<file path="src/rtl/seq_det_pkg.sv">
// Shared types and defaults for the programmable serial pattern detector.
// Widths here are only the defaults; the top re-parameterises them.
package seq_det_pkg;

  localparam int DEF_PAT_W = 4;
  localparam int DEF_CNT_W = 8;
  localparam logic [DEF_PAT_W-1:0] DEF_PATTERN = 4'b1010;

  typedef enum logic [1:0] {
    IDLE = 2'd0,
    RUN  = 2'd1,
    DONE = 2'd2
  } state_t;

endpackage

</file>
<file path="src/rtl/seq_det_shift.sv">
// History shift register, fill counter and pattern comparator.
// hit is combinational on the bit being sampled this cycle.
module seq_det_shift
  import seq_det_pkg::*;
#(
  parameter int PAT_W = DEF_PAT_W
) (
  input  logic             clk,
  input  logic             rst,
  input  logic             shift_en,
  input  logic             clear,
  input  logic             sbit,
  input  logic [PAT_W-1:0] pattern,
  input  logic             overlap,
  output logic             hit
);

  localparam int FW = $clog2(PAT_W + 1);
  localparam logic [FW-1:0] FULL = FW'(PAT_W);

  logic [PAT_W-1:0] hist_q;
  logic [PAT_W-1:0] hist_nxt;
  logic [FW-1:0]    fill_q;
  logic [FW-1:0]    fill_nxt;

  assign hist_nxt = {hist_q[PAT_W-2:0], sbit};
  assign fill_nxt = (fill_q == FULL) ? FULL : fill_q + FW'(1);
  assign hit = shift_en && (fill_nxt == FULL) && (hist_nxt == pattern);

  // Non-overlap restarts the fill so the next match needs fresh bits.
  always_ff @(posedge clk) begin
    if (!rst) begin
      hist_q <= '0;
      fill_q <= '0;
    end else if (clear) begin
      hist_q <= '0;
      fill_q <= '0;
    end else if (shift_en) begin
      hist_q <= hist_nxt;
      fill_q <= (hit && !overlap) ? '0 : fill_nxt;
    end
  end

endmodule

</file>
<file path="src/rtl/seq_det_ctrl.sv">
// Run controller: config handshake, IDLE/RUN/DONE sequencing,
// saturating match counter and threshold completion.
module seq_det_ctrl
  import seq_det_pkg::*;
#(
  parameter int             PAT_W   = DEF_PAT_W,
  parameter int             CNT_W   = DEF_CNT_W,
  parameter logic [PAT_W-1:0] DEF_PAT = DEF_PATTERN
) (
  input  logic             clk,
  input  logic             rst,
  input  logic             cfg_valid,
  output logic             cfg_ready,
  input  logic [PAT_W-1:0] cfg_pattern,
  input  logic             cfg_overlap,
  input  logic [CNT_W-1:0] cfg_thresh,
  input  logic             start,
  input  logic             abort,
  input  logic             i_valid,
  input  logic             i,
  output logic             busy,
  output logic             match,
  output logic [CNT_W-1:0] match_cnt,
  output logic             done
);

  state_t           state_q;
  state_t           state_d;
  logic [PAT_W-1:0] pat_q;
  logic             ovl_q;
  logic [CNT_W-1:0] thr_q;
  logic [CNT_W-1:0] cnt_q;
  logic [CNT_W-1:0] cnt_inc;
  logic             match_q;
  logic             cfg_fire;
  logic             run;
  logic             go;
  logic             stop;
  logic             hit;

  assign run       = (state_q == RUN);
  assign cfg_ready = !run;
  assign cfg_fire  = cfg_valid && cfg_ready;
  assign go        = start && !run;
  assign stop      = abort && run;
  assign cnt_inc   = (&cnt_q) ? cnt_q : cnt_q + CNT_W'(1);

  seq_det_shift #(
    .PAT_W(PAT_W)
  ) u_shift (
    .clk     (clk),
    .rst     (rst),
    .shift_en(run && i_valid),
    .clear   (go || stop),
    .sbit    (i),
    .pattern (pat_q),
    .overlap (ovl_q),
    .hit     (hit)
  );

  // Abort takes priority over reaching the threshold.
  always_comb begin
    state_d = state_q;
    unique case (state_q)
      IDLE: if (start) state_d = RUN;
      RUN: begin
        if (abort)
          state_d = IDLE;
        else if (hit && thr_q != '0 && cnt_inc == thr_q)
          state_d = DONE;
      end
      DONE: begin
        if (start)
          state_d = RUN;
        else if (cfg_fire)
          state_d = IDLE;
      end
      default: state_d = IDLE;
    endcase
  end

  always_ff @(posedge clk) begin
    if (!rst) begin
      state_q <= IDLE;
      pat_q   <= DEF_PAT;
      ovl_q   <= 1'b1;
      thr_q   <= '0;
      cnt_q   <= '0;
      match_q <= 1'b0;
    end else begin
      state_q <= state_d;
      match_q <= hit;
      if (cfg_fire) begin
        pat_q <= cfg_pattern;
        ovl_q <= cfg_overlap;
        thr_q <= cfg_thresh;
      end
      if (go)
        cnt_q <= '0;
      else if (hit)
        cnt_q <= cnt_inc;
    end
  end

  assign busy      = run;
  assign done      = (state_q == DONE);
  assign match     = match_q;
  assign match_cnt = cnt_q;

endmodule
</file>
<file path="config.mk">
export PLATFORM = sky130hd
export DESIGN_NAME = seq_det_ctrl
export DESIGN_NICKNAME = d
export VERILOG_FILES = /design/src/rtl/seq_det_pkg.sv /design/src/rtl/seq_det_shift.sv /design/src/rtl/seq_det_ctrl.sv
export SDC_FILE = /design/constraint.sdc
export NUM_CORES = 1
export LEC_CHECK = 0
export CAP_MARGIN = 20
export CORE_ASPECT_RATIO = 2
export CORE_MARGIN = 1.5
export CORE_UTILIZATION = 35
export DETAILED_ROUTE_END_ITERATION = 12
export PLACE_DENSITY = 0.58
export SLEW_MARGIN = 10
export SYNTH_ARGS = -nofsm -noshare
export SYNTH_HDL_FRONTEND = slang
export SYNTH_SLANG_ARGS = --single-unit
</file>
<file path="constraint.sdc">
create_clock -name clk -period 6.7 [get_ports clk]
set_input_delay 2.01 -clock clk [delete_from_list [all_inputs] [get_ports clk]]
set_output_delay 2.01 -clock clk [all_outputs]
set_load 0.02 [all_outputs]
</file>
==> impl_metrics.yaml <==
clock_network:
  h-tree-depth: 2
  cts_buffers: 5
  cts_root_buf: "clkbuf_8"
  cts_hold_repair.buffers: 0
  cts-resized-gates: 0
  clock_latency_ps: 280
  path_clk_slew_ps: 60
  cts_buffer_depth: 2
  post_cts_buffers: 0
  cts.sinks: 30
  cts_tree: "done"
timing:
  setup_violations: 0
  fin_skew_ps: 3.551
  rsz0062_at_grt: "no"
  max_freq_mhz: 237.1
  min_period_over_period: 0.6295
  period_needed_ps: 4217
  slew_headroom: 0.4838
  slew_violations: 0
  setup_slack_ps: 2483
  worstMarginPinSlew_ps: 769.2
  setup_tns_ps: 0
  hold_violations: 0
cells_and_area:
  syn_to_final_growth_pct: 23.08
  layout-drive-gt1-share: 0.04583
  final_util: 0.4403
  fin_nets: 263
  diodes: 0
  nFillCells: 513
  final_cells: 297
  multi_input_area_um2: 1045
  seq_area_um2: 600.6
die:
  rows: 36
  initial_core_util: 0.3577
  die_h_um: 102.3
  io_pins: 32
  coreArea_um2: 4820
  fp.dieW_um: 52.63
  die_area_um2: 5382
yosys:
  syn_avg_cell_area_um2: 7.982
  synth_compound_area_frac: 0.1691
  synth_area_leaders: "dfxtp_1 (35%), nand2_1 (7.2%), a21boi_0 (4.8%)"
  synth.most_common_cell: "nand2_1"
  synth-xor-area-share: 0.05080
  synth_nets: 239
  synth_top_family_by_area: "simple AND/OR/NAND/NOR gates"
  synth-edff-count: 0
  synth_mux_area_frac: 0.04064
  yosys_warnings: 0
  synth-simple-area-share: 0.3237
  synthAdderAreaFrac: 0.02177
  async_reset_ff_frac: 0
  yosys.area.top_type: "dfxtp_1"
  yosysSeqAreaShare: 0.3483
  synth_commonest_cells: "nand2_1 (33), dfxtp_1 (30), nor2_1 (15)"
  syn-instance-count: 216
  synth_top_area_frac: 0.3483
  ys_seq_elements: 30
  synth_ff_type: "dfxtp_1"
  synthDistinctLibCells: 45
  syn_area_um2: 1724
worst_setup_path:
  crit_arrival_ps: 4390
  required_ps: 6870
  cp_max_fo: 7
  endpoint_kind: "flip-flop"
  critPathMaxStageDelay_ps: 560
  path_cells: "clkdlybuf4s50_1 > nand3b_4 > nor3_2 > nand3_1 > or4b_1 > or4_1 > and3_1"
  cp-start-kind: "input port"
  cpMaxStageDelayCell: "clkdlybuf4s50_1"
  critPathKind: "in2reg"
  cp-startpoint: "i_valid"
  r2r-start: "match_cnt[0]"
  r2r_cells: 6
route:
  routed_wl_mm: 4.548
  drtIter0Drc: 28
  wl_per_cell_um: 15.31
  via_per_inst: 5.508
  final_antenna_net_count: 0
  first_pass_iters: 4
  route.detailed.drc: 0
  num_vias: 1636
min_path:
  worstHoldStart: "pat_q[1]"
  min_path_type: "reg2reg"
  min_path_cells: 2
outcome:
  status: "finished, final reports clean"
placement:
  gp_congestion: 0.9228
  place_hpwl_mm: 3.487
  portBuffers: 31
  preCtsSetupSlack_ps: 2230
  place_inst: 290
global_route:
  grt_overflow: 0
  grt_pass1_wl_mm: 7.417
  grt_pass1_vias: 1638
  antenna_found_initial: 0
  track_usage: 0.1884
  grt_max_degree: 18
power_and_ir_drop:
  pwr-share-seq: 0.514
  switchingPower_mw: 0.09325
  p_clk_frac: 0.363
  combPwrFrac: 0.123
  powerDensity_nw_per_um2: 175.9
  p_sw_frac: 0.2498
  p_leak_nw: 0.7645
  internal_power_mw: 0.2801
  vdd_drop_max_mv: 0.1321
run:
  timing.max_cap.violations: 0
==> routing by layer <==
layer / routed length (um) / GRT usage / up-vias
met4: 197 / 0.1065 / 0
met5: 0 / 0 / -
met1: 1647 / 0.1807 / 768
met2: 2590 / 0.3558 / 39
met3: 112 / 0.03363 / 15
li1: - / - / 814
==> power by group through the flow <==
stage	combinational (mW)	clock, mW	sequential [mW]
2_1_floorplan	0.0267	0	0.193
3_3_place_gp	0.0466	0	0.196
3_5_place_dp	0.0465	0	0.196
4_1_cts	0.0466	0.140	0.192
5_1_grt	0.0510	0.147	0.192
6_report	0.0459	0.136	0.192
==> state kept, by name (all words and copies together) (netlist names) <==
signal and flops:
ovl_q 1, u_shift.fill_q 3, match_cnt 8, u_shift.hist_q 3
match 1, state_q 2, thr_q 8, pat_q 4
==> area by class of cell <==
class,instances,area share
well taps,57,0.03361
inverters,5,0.008844
multi-input cells,167,0.4923
clock buffers,7,0.03597
flip-flops and latches,30,0.2830
repair buffers,31,0.1462
==> layout by cell type, fill, tap and decap left out, types with 3 or more instances in the layout <==
| cell | Yosys | layout |
|---|---|---|
| clkbuf_8 | 0 | 5 |
| a21boi_0 | 11 | 11 |
| and3_1 | 4 | 4 |
| nand2b_1 | 3 | 3 |
| nor3_1 | 3 | 3 |
| dfxtp_1 | 30 | 30 |
| a21oi_1 | 10 | 10 |
| a31oi_1 | 6 | 6 |
| inv_1 | 5 | 5 |
| mux2i_1 | 7 | 7 |
| o21ai_0 | 5 | 5 |
| nand4_1 | 5 | 5 |
| nor3b_1 | 4 | 4 |
| nand2_1 | 33 | 33 |
| ha_1 | 3 | 3 |
| nor2_1 | 15 | 15 |
| xnor2_1 | 6 | 6 |
| and4_1 | 3 | 3 |
| xor2_1 | 4 | 4 |
| nand3_1 | 13 | 13 |
| nor2b_1 | 4 | 4 |
| clkdlybuf4s50_1 | 0 | 31 |
| nor4_1 | 3 | 3 |
==> critical path: cells and delay by family <==
kind / cells / cell delay (ps)
AND/OR/NAND/NOR: 6 / 1810
buffers and inverters: 1 / 560
==> final timing paths <==
check	end	slack, ps
max	state_q[0]	2480
min	pat_q[1]	480
max reg2reg	state_q[0]	3720
min reg2reg	pat_q[1]	480
==> cell families after synthesis <==
family / count (synthesis)
AO/OA/AOI/OAI: 44
XOR/XNOR: 10
adder cells (fa/ha/maj): 3
buffers and inverters: 19
flip-flops: 30
multiplexers: 7
AND/OR/NAND/NOR: 103
==> metrics by stage <==
stage / area, um2 / hold WS (ps) / power, mW
floorplan: 1724 / 441.0 / 0.2196
global placement: 2046 / 474.8 / 0.2424
detailed placement: 2046 / 479.1 / 0.2422
CTS: 2122 / 487.4 / 0.3782
global route: 2122 / 519.6 / 0.3904
finish: 2122 / 483.1 / 0.3733
Note: power is estimated with default switching activity, not from simulation.
